==> src/rtl/io_bridge.sv <==
// io_bridge: CPU data bus to memory-mapped peripheral bridge.
//
// The address space is split into uniform windows of 2^SLOT_LSB bytes. The
// slot index is address[AW-1:SLOT_LSB]. Slots below NSLAVE are peripherals,
// the top slot holds the internal registers, and the remaining slots are
// unmapped. Each request issues one single-cycle strobe to the selected
// slot. The request then completes either after a fixed number of wait
// states or on a per-slot acknowledge, which is bounded by a timeout.
//
// Optional feature macro: IO_BRIDGE_IRQ_EN. When it is defined, the bridge
// has the IRQ_MASK register and drives a registered interrupt output. When
// it is undefined, interrupt is tied to 0 and IRQ_MASK reads as 0.
//
// Internal registers (top slot, selected by offset[3:2]):
//   0 IRQ_RAW  (RO)   1 IRQ_MASK (RW)   2 ERR (W1C)   3 ERR_ADDR (RO)
//
// Ports:
//   clk, rst_n            clock, asynchronous active-low reset
//   read, write           CPU request, held until wait_out is low
//   address, data_in, be  CPU byte address, write data, byte enables
//   data_out              registered read data
//   wait_out              stall to CPU, low only in the DONE cycle
//   s_read, s_write       one-hot single-cycle peripheral strobes
//   s_address/s_data/s_be registered in-window offset, write data, enables
//   s_readdata            flattened slave read data, slot i at [32i+31:32i]
//   s_ack                 completion acknowledge for ACK_MASK slots
//   irq_in, interrupt     level interrupt requests, aggregated interrupt
//
// state  | meaning
// IDLE   | waiting for read|write; a request is latched on acceptance
// ACCESS | strobe issued in the first cycle; waits for count or acknowledge
// DONE   | result visible, wait_out low; returns to IDLE unconditionally
module io_bridge #(
  parameter int               NSLAVE      = 4,
  parameter int               AW          = 11,
  parameter int               SLOT_LSB    = 8,
  parameter int               WAIT_STATES = 1,
  parameter logic [NSLAVE-1:0] ACK_MASK   = '0,
  parameter int               TIMEOUT     = 255
) (
  input  logic                  clk,
  input  logic                  rst_n,
  input  logic                  read,
  input  logic                  write,
  input  logic [AW-1:0]         address,
  input  logic [31:0]           data_in,
  input  logic [3:0]            be,
  output logic [31:0]           data_out,
  output logic                  wait_out,
  output logic [NSLAVE-1:0]     s_read,
  output logic [NSLAVE-1:0]     s_write,
  output logic [SLOT_LSB-1:0]   s_address,
  output logic [31:0]           s_data,
  output logic [3:0]            s_be,
  input  logic [32*NSLAVE-1:0]  s_readdata,
  input  logic [NSLAVE-1:0]     s_ack,
  input  logic [NSLAVE-1:0]     irq_in,
  output logic                  interrupt
);

  localparam int SW   = AW - SLOT_LSB;
  localparam int CMAX = (TIMEOUT > WAIT_STATES) ? TIMEOUT : WAIT_STATES;
  localparam int CW   = $clog2(CMAX + 1);
  localparam logic [SW-1:0] TOP_SLOT = {SW{1'b1}};
  localparam logic [CW-1:0] WS_LOAD  = CW'(WAIT_STATES - 1);
  localparam logic [CW-1:0] TO_LOAD  = CW'(TIMEOUT - 1);

  typedef enum logic [1:0] {IDLE, ACCESS, DONE} state_t;
  state_t state, next_state;

  logic [SW-1:0]     slot_q;
  logic              is_wr_q, is_int_q, is_unm_q, is_ack_q;
  logic [CW-1:0]     cnt;
  logic [1:0]        err_q;
  logic [AW-1:0]     err_addr_q;
  logic [NSLAVE-1:0] irq_mask_rd;

  logic [SW-1:0]     slot_in;
  logic              in_int, in_map, in_ack, accept;
  logic [NSLAVE-1:0] onehot_in;
  logic [31:0]       sel_rdata, int_rdata, rd_result;
  logic              ack_sel, access_done, timeout;
  logic [1:0]        err_set, err_clr;
  logic [CW-1:0]     cnt_load;

  assign slot_in = address[AW-1:SLOT_LSB];
  assign in_int  = (slot_in == TOP_SLOT);
  assign accept  = (state == IDLE) && (read || write);

  // Slot decode and slave mux are loops so that an unmapped index never
  // reaches a vector select.
  always_comb begin
    in_map    = 1'b0;
    in_ack    = 1'b0;
    onehot_in = '0;
    sel_rdata = '0;
    ack_sel   = 1'b0;
    for (int i = 0; i < NSLAVE; i++) begin
      if (slot_in == SW'(i)) begin
        in_map       = 1'b1;
        in_ack       = ACK_MASK[i];
        onehot_in[i] = 1'b1;
      end
      if (slot_q == SW'(i)) begin
        sel_rdata = s_readdata[32*i +: 32];
        ack_sel   = s_ack[i];
      end
    end
  end

  always_comb begin
    cnt_load = WS_LOAD;
    if (in_int || !in_map) cnt_load = '0;
    else if (in_ack)       cnt_load = TO_LOAD;
  end

  assign access_done = (state == ACCESS) &&
                       (is_ack_q ? (ack_sel || cnt == '0) : (cnt == '0));
  assign timeout     = (state == ACCESS) && is_ack_q && !ack_sel && (cnt == '0);

  always_comb begin
    int_rdata = '0;
    case (s_address[3:2])
      2'd0:    int_rdata = 32'(irq_in);
      2'd1:    int_rdata = 32'(irq_mask_rd);
      2'd2:    int_rdata = 32'(err_q);
      default: int_rdata = 32'(err_addr_q);
    endcase
  end

  always_comb begin
    rd_result = sel_rdata;
    if (is_int_q)                 rd_result = int_rdata;
    else if (is_unm_q || timeout) rd_result = '0;
  end

  assign err_set = {access_done && is_unm_q, timeout};
  assign err_clr = (access_done && is_int_q && is_wr_q && s_address[3:2] == 2'd2)
                   ? s_data[1:0] : 2'b00;

  always_comb begin
    next_state = state;
    case (state)
      IDLE:    if (read || write) next_state = ACCESS;
      ACCESS:  if (access_done)   next_state = DONE;
      default: next_state = IDLE;
    endcase
  end

  assign wait_out = (state != DONE);

  always_ff @(posedge clk or negedge rst_n) begin
    if (!rst_n) begin
      state      <= IDLE;
      s_read     <= '0;
      s_write    <= '0;
      s_address  <= '0;
      s_data     <= '0;
      s_be       <= '0;
      slot_q     <= '0;
      is_wr_q    <= 1'b0;
      is_int_q   <= 1'b0;
      is_unm_q   <= 1'b0;
      is_ack_q   <= 1'b0;
      cnt        <= '0;
      data_out   <= '0;
      err_q      <= '0;
      err_addr_q <= '0;
    end else begin
      state   <= next_state;
      s_read  <= '0;
      s_write <= '0;
      if (accept) begin
        s_address <= address[SLOT_LSB-1:0];
        s_data    <= data_in;
        s_be      <= be;
        slot_q    <= slot_in;
        is_wr_q   <= write;
        is_int_q  <= in_int;
        is_unm_q  <= !in_int && !in_map;
        is_ack_q  <= in_ack;
        cnt       <= cnt_load;
        if (in_map) begin
          if (write) s_write <= onehot_in;
          else       s_read  <= onehot_in;
        end
      end else if (state == ACCESS && cnt != '0) begin
        cnt <= cnt - CW'(1);
      end
      if (access_done && !is_wr_q) data_out <= rd_result;
      // A hardware set takes priority over a same-cycle W1C clear.
      err_q <= (err_q & ~err_clr) | err_set;
      if (|err_set) err_addr_q <= {slot_q, s_address};
    end
  end

`ifdef IO_BRIDGE_IRQ_EN
  logic [NSLAVE-1:0] irq_mask_q;
  logic              mask_wr;

  assign mask_wr     = access_done && is_int_q && is_wr_q && s_address[3:2] == 2'd1;
  assign irq_mask_rd = irq_mask_q;

  always_ff @(posedge clk or negedge rst_n) begin
    if (!rst_n) begin
      irq_mask_q <= '0;
      interrupt  <= 1'b0;
    end else begin
      if (mask_wr) irq_mask_q <= s_data[NSLAVE-1:0];
      interrupt <= |(irq_in & irq_mask_q);
    end
  end
`else
  assign irq_mask_rd = '0;
  assign interrupt   = 1'b0;
`endif

endmodule

==> config.mk <==
export PLATFORM = sky130hd
export DESIGN_NAME = io_bridge
export DESIGN_NICKNAME = d
export VERILOG_FILES = /design/src/rtl/io_bridge.sv
export SDC_FILE = /design/constraint.sdc
export NUM_CORES = 1
export LEC_CHECK = 0
export ABC_AREA = 1
export CORE_UTILIZATION = 38
export CTS_CLUSTER_SIZE = 24
export DETAILED_ROUTE_END_ITERATION = 6
export PLACE_DENSITY = 0.77
export SYNTH_ARGS = -nofsm -noshare
export SYNTH_HDL_FRONTEND = slang
export SYNTH_SLANG_ARGS = --single-unit
==> constraint.sdc <==
create_clock -name clk -period 1.55 [get_ports clk]
set_input_delay 0.31 -clock clk [delete_from_list [all_inputs] [get_ports clk]]
set_output_delay 0.31 -clock clk [all_outputs]
set_load 0.01 [all_outputs]
==> qor.yml, run 1 <==
status: "finished, violations left"
violations: "setup timing"
antenna_cells: 0
drt_iter0_drc: 296
r2r_start: "cnt[4]"
yosys.area.top_type_share_pct: 47.5
htreeDepth: 4
drive_gt1_share_pct: 15.8
cts_tree: "done"
power_density_nw_per_um2: 1830
die_w_um: 127
ant_nets: 0
power.leakage_uw: 0.00517
clockBufferDepth: 2
cts-root-buf: "clkbuf_16"
cp_data_arrival_time_ps: 1930
ys_seq_area_share_pct: 47.5
num_vias: 6533
setup_viol: 16
placeableCoreArea_um2: 15300
rsz0062_at_grt: "yes"
multiInputGateArea_um2: 2910
drv_slew: 0
ys_top_cells_by_area: "dfrtp_1 (48%), nand2_1 (22%), nor2_1 (6.7%)"
tns_ps: -146
grt_pass1_vias: 6172
synth_edf_count: 0
fin_crit_ps: 1570
clkPwrFrac_pct: 21.7
port_buffers: 267
critPathMaxFanout: 10
grt_max_degree: 47
ys.flop_type: "dfrtp_1"
endpoint_kind: "flop"
whs_ps: 419
synth-seq-cells: 113
regArea_um2: 2830
avgRoutedWirePerCell_um: 15.3
max-cap-violations: 0
max-vdd-ir-drop_mv: 1.29
intPower_uw: 10700
hp-class: "in2reg"
async_flop_share_pct: 100
nFillCells: 1306
wirelength_mm: 20.8
overflow: 0
period_share_pct: 101
dieArea_um2: 16200
regToRegSetupSlack_ps: -20
switching_share_pct: 41.6
insertion_delay_ps: 420
cp-endpoint: "data_out[19]"
fmax_mhz: 636
drt_pass1_iterations: 5
seqPwrFrac_pct: 27.5
rr_worst_depth: 9
synth_common_cells: "nand2_1 (350), dfrtp_1 (113), nor2_1 (106)"
p_sw_uw: 7650
start_util_pct: 39.0
synth_top_cell_by_area: "dfrtp_1"
synth.cell_area_um2: 5950
cts_sinks: 113
area_growth_pct: 68.6
rows: 45
cp.required_ps: 1900
syn_avg_cell_area_um2: 7.21
setup_slack_ps: -23.0
synth.most_common_cell: "nand2_1"
hold_violations: 0
crit_type: "reg2reg"
p_comb_share_pct: 50.8
grt_pass1_wl_mm: 30.9
num_io_pins: 273
die_height_um: 127
yosys_warnings: 0
drc_errors: 0
reg2reg_to: "data_out[19]"
crit_start: "cnt[4]"
skew_ps: 7.40
gp_congestion: 0.866
clk_pin_slew_worst_paths_ps: 60
ys_types: 30
routed_via_density: 4.81
mappedNetlistNets: 1015
synthCells: 826
start_kind: "flop"
numCtsBuffers: 17
nNetsFinal: 1323
grtUsageTotal_pct: 25.1
antenna_found_initial: 1
dp_hpwl_mm: 15.1
## critical path, stage by stage, from the launching register on
cell     delay, ps
dfrtp_1        420
nor2_1         140
nand2_2        120
nor2_8         180
nand4_1        140
buf_6          170
buf_12         150
nor2_2          70
nand2_1         50
nand2_1         60
## cell type report
| type | count | share of cell area [%] |
|---|---|---|
| clock buffers | 17 | 4.24 |
| clock inverters | 15 | 1.73 |
| inverters | 58 | 2.22 |
| multi-input cells | 614 | 29.0 |
| flip-flops and latches | 113 | 28.2 |
| well taps | 211 | 2.63 |
| repair buffers | 330 | 32.0 |
## layer usage
layer  routed length, um  global-route usage [%]  up-vias
li1                    -                       -     3195
met1                8270                    28.5     3013
met2               10100                    43.4      288
met3                1870                    8.46       37
met4                 571                    9.80        0
met5                   0                       0        -
## worst min path at each step
stage                            from             to  slack [ps]  cells after the start
final                     data_in[10]     s_data[10]         420                      3
after global routing      data_in[10]     s_data[10]         420                      3
after CTS                 data_in[28]     s_data[28]         410                      3
after detailed placement        rst_n  err_addr_q[9]         340                      2
after global placement          rst_n  err_addr_q[8]         340                      2
after floorplan                 rst_n         cnt[0]          10                      0
## power by group through the flow
stage          registers [uW]  clock network (uW)  logic, uW
6_report                 5060                3990       9320
5_1_grt                  5230                4200      10300
4_1_cts                  5030                4060       8610
3_5_place_dp             5050                   0       9220
3_3_place_gp             5060                   0       9030
2_1_floorplan            5380                   0       4610
## cells by family after synthesis
kind of cell    after synthesis  share of synthesized area [%]
compound gates               78                           7.44
xor+xnor                      3                          0.442
fa+ha+maj                     2                          0.420
buf+inv                     101                           8.14
flops                       113                           47.5
other cells                   1                         0.0630
simple gates                528                           36.0
## placed cells by master, fill, tap and decap left out, types with 2 or more instances in the layout
cell / Yosys / routed
dfrtp_2: 0 / 5
buf_6: 7 / 6
nor2_2: 4 / 22
nand2_1: 350 / 342
nand2_2: 3 / 9
bufinv_16: 0 / 2
clkdlybuf4s50_1: 0 / 181
nand2_4: 0 / 2
inv_2: 7 / 11
buf_4: 9 / 45
a21boi_2: 0 / 8
inv_1: 51 / 46
nor2_1: 106 / 74
a21oi_1: 21 / 20
a21boi_1: 8 / 2
nand3_1: 51 / 50
nand3_4: 1 / 2
clkbuf_16: 0 / 19
o211ai_1: 8 / 8
buf_12: 0 / 8
xor2_1: 3 / 3
clkinv_4: 0 / 2
inv_8: 0 / 3
o21ai_0: 20 / 20
buf_8: 0 / 2
nor2_4: 3 / 18
clkinvlp_4: 0 / 3
dlygate4sd2_1: 0 / 84
nand4_1: 7 / 7
dfrtp_1: 113 / 108
o21ai_1: 16 / 16
inv_6: 0 / 5
## registers in the layout (all words and copies together), names as in the netlist, 2 cells and up
name        count
s_read          4
s_write         4
s_data         32
state           2
s_address       8
data_out       32
cnt             8
err_addr_q     11
err_q           2
slot_q          3
s_be            4
## per-stage QoR
step / power (uW) / util (%) / cells / cell area, um2 / setup slack [ps]
after floorplan: 9990 / - / 826 / 5950 / 74.2
after global placement: 14100 / 59.2 / 1309 / 9040 / -76.4
after detailed placement: 14300 / 59.2 / 1309 / 9040 / -106
after CTS: 17700 / 62.7 / 1343 / 9570 / -24.7
after global routing: 19700 / 65.8 / 1358 / 10000 / -128
final: 18400 / 65.8 / 1358 / 10000 / -23.0
## what timing repair did
action | 4_1_cts | 5_1_grt
setup endpoints to repair | 104 | 53
endpoints found under the hold margin | 113 | 0
resized for setup | 92 | 104
pin swaps | 1 | 6
cloned | 0 | 8
setup buffers | 1 | 7
hold buffers | 1 | 0
(Power assumes the default switching activity.)
==> run 2: changes to the inputs <==
==> config.mk (replaced) <==
export PLATFORM = sky130hd
export DESIGN_NAME = io_bridge
export DESIGN_NICKNAME = d
export VERILOG_FILES = /design/src/rtl/io_bridge.sv
export SDC_FILE = /design/constraint.sdc
export NUM_CORES = 1
export LEC_CHECK = 0
export ABC_AREA = 0
export CORE_UTILIZATION = 37
export CTS_CLUSTER_SIZE = 24
export DETAILED_ROUTE_END_ITERATION = 6
export PLACE_DENSITY = 0.84
export SYNTH_ARGS = -nofsm -noshare
export SYNTH_HDL_FRONTEND = slang
export SYNTH_SLANG_ARGS = --single-unit
==> run 2 against run 1 <==
Net effect:
- the run still ends with setup timing left
- clock-buffer cell count up 3
- die area down 5.6%
- cell count down 22%
- area after synthesis down 8.2%
- largest power group unchanged
==> qor.yml, run 2 <==
status: "finished, violations left"
violations: "setup timing"
hold_violations: 0  # unchanged
p_comb_share_pct: 48.9  # -1.9 points
drt_pass1_iterations: 4  # -1
area_growth_pct: 70.3
period_share_pct: 129  # +28 points
insertion_delay_ps: 410  # about the same
placeableCoreArea_um2: 14500  # -5.1%
fmax_mhz: 500  # -21%
die_w_um: 124  # -2.8%
slowest_stage: "or4_4"
drt_iter0_drc: 215  # -27%
crit_type: "reg2reg"
ys_seq_area_share_pct: 51.7  # +4.2 points
power_density_nw_per_um2: 1840  # +0.50%
switching_share_pct: 37.0  # -4.6 points
antenna_cells: 0  # unchanged
cts_tree: "done"
synth_top_cell_by_area: "dfrtp_1"
skew_ps: 28.0  # +20.6 ps
rsz0062_at_grt: "yes"
drc_errors: 0  # unchanged
drive_gt1_share_pct: 19.2  # +3.5 points
synth_top_family_by_area: "simple AND/OR/NAND/NOR gates"
gp_congestion: 0.861  # -0.52%
syn_avg_cell_area_um2: 9.71  # +35%
path_cells: "inv_2, ha_4, or3b_4, or4_4, buf_12, o31ai_1"
seqPwrFrac_pct: 29.3  # +1.8 points
max-cap-violations: 0  # unchanged
grt_max_degree: 84  # +79%
regArea_um2: 2830  # -0.13%
port_buffers: 267  # unchanged
synthSimpleGateAreaFrac_pct: 18.3  # -18 points
grt_pass1_vias: 5334  # -14%
ys_types: 44  # +47%
final_common_cell: "clkdlybuf4s50_1"
power.leakage_uw: 0.00433  # -16%
grtUsageTotal_pct: 23.9  # -1.2 points
synth_edf_count: 0  # unchanged
routed_via_density: 5.07  # +5.5%
synth_compound_area_share_pct: 16.0  # +8.6 points
multiInputGateArea_um2: 2550  # -12%
grt_pass1_wl_mm: 27.3  # -12%
synth_xor_area_share_pct: 0.481  # +0.039 points
htreeDepth: 4  # unchanged
cp.required_ps: 1860  # -40 ps
critPathMaxStageDelay_ps: 440  # +20 ps
ys.flop_type: "dfrtp_1"
mappedNetlistNets: 752  # -26%
place_ws_ps: -498  # -392 ps
setup_viol: 52  # +36
synth_common_cells: "nand2_1 (172), dfrtp_1 (113), mux2_2 (41)"
muxShareOfSynthArea_pct: 9.18  # +9.2 points
ant_nets: 0  # unchanged
numCtsBuffers: 17  # unchanged
post_dp_cell_area_um2: 8660  # -4.2%
top_regs: "data_out: 32 flops, s_data: 32 flops, err_addr_q: 11 flops"
synth-adder-area-share_pct: 0.458  # +0.037 points
clk_pin_slew_worst_paths_ps: 50  # about the same
overflow: 0  # unchanged
rows: 44  # -2.2%
cp_data_arrival_time_ps: 2310  # +380 ps
stdcell_area_um2: 9310  # -7.2%
synth.most_common_cell: "nand2_1"
intPower_uw: 10800  # +0.64%
nFillCells: 1233  # -5.6%
synth-seq-cells: 113  # unchanged
endpoint_kind: "flop"
hp-class: "in2reg"
cts-root-buf: "clkbuf_16"
max-vdd-ir-drop_mv: 1.08  # -16%
antenna_found_initial: 0  # -1
avgRoutedWirePerCell_um: 17.1  # +12%
ys_top_cells_by_area: "dfrtp_1 (52%), nand2_1 (12%), mux2_2 (8.4%)"
clockBufferDepth: 2  # unchanged
dieArea_um2: 15300  # -5.6%
start_util_pct: 37.8  # -1.3 points
critPathMaxFanout: 42  # +32
yosys_warnings: 0  # unchanged
nNetsFinal: 1051  # -21%
fin_crit_ps: 2000  # +428 ps
mostFrequentLayoutCells: "clkdlybuf4s50_1 (181), nand2_1 (170), dfrtp_1 (111), dlygate4sd2_1 (83), buf_4 (43)"
dp_hpwl_mm: 13.4  # -11%
num_vias: 5364  # -18%
start_kind: "flop"
async_flop_share_pct: 100  # unchanged
yosys.area.top_type_share_pct: 51.7  # +4.2 points
die_height_um: 124  # -2.8%
clkPwrFrac_pct: 21.8  # about the same
synth.cell_area_um2: 5470  # -8.2%
setup_slack_ps: -451  # -428 ps
synthCells: 563  # -32%
num_io_pins: 273  # unchanged
cts_sinks: 113  # unchanged
totalPowerFinal_uw: 17100  # -6.8%
p_sw_uw: 6340  # -17%
wirelength_mm: 18.1  # -13%
drv_slew: 0  # unchanged
==> run 2: cell count changes in the layout (fill, tap and decap cells not counted), sizes merged, moves of 12 or more <==
cell | previous run | this run
inv | 65 | 3
a21oi | 21 | 9
mux2 | 0 | 41
nand2 | 353 | 172
o22ai | 1 | 28
o31ai | 1 | 21
nor2 | 115 | 23
nand3 | 53 | 3
==> run 2: power by group through the flow <==
| stage | sequential, uW | clock, uW | combinational (uW) |
|---|---|---|---|
| 6_report | 5020 | 3730 | 8370 |
| 5_1_grt | 5200 | 3960 | 9180 |
| 4_1_cts | 5030 | 3800 | 8280 |
| 3_5_place_dp | 5090 | 0 | 8620 |
| 3_3_place_gp | 5070 | 0 | 8430 |
| 2_1_floorplan | 5380 | 0 | 4040 |
==> run 2: layout make-up <==
cell class | count | share of cell area, %
timing repair buffer | 323 | 33.5
sequential | 113 | 30.4
multi-input combinational | 404 | 27.3
clock buffer | 20 | 4.91
tap | 184 | 2.47
clock inverter | 10 | 1.21
inverter | 3 | 0.121
==> run 2: worst paths after layout <==
path	start	to	slack (ps)	cells past startpoint
max	cnt[1]	data_out[12]	-450	6
min	data_in[24]	s_data[24]	420	3
max reg2reg	cnt[1]	data_out[12]	-450	6
min reg2reg	s_data[4]	s_data[4]	460	2
max in group asynchronous	rst_n	s_address[3]	680	3
min in group asynchronous	rst_n	cnt[3]	470	3
==> run 2: cell families after synthesis <==
family,count (synthesis)
compound gates,118
xor+xnor,3
fa+ha+maj,2
buf+inv,46
flops,113
mux,45
other cells,1
simple gates,235
==> run 2: what timing repair did <==
item / in CTS / in global routing
setup buffers: 4 / 1
endpoints found under the hold margin: 113 / 0
hold buffers: 1 / 0
setup endpoints to repair: 139 / 58
gates cloned: 1 / 0
gates resized for setup: 106 / 8
pin swaps: 3 / 2
==> run 2: through the flow <==
step	util [%]	setup TNS, ps	std cells	hold slack, ps
after detailed placement	59.8	-23080	1020	396
after CTS	64.0	-17100	1056	415
after floorplan	-	-18730	563	14.4
final	64.3	-18560	1057	423
after global routing	64.3	-21960	1057	422
after global placement	59.8	-20480	1020	395
==> run 2: per-layer routing <==
layer	global-route usage (%)	vias up	share of wire [%]
met3	9.09	29	9.2
met2	40.1	231	49
met5	0	-	0
li1	-	2559	-
met4	9.11	0	2.3
met1	27.5	2545	39
==> run 2: critical path: cells and delay by family (launching register included) <==
family / cells / cell delay [ps]
simple gates: 2 / 840
flops: 1 / 380
buf+inv: 2 / 290
compound gates: 1 / 240
fa+ha+maj: 1 / 130
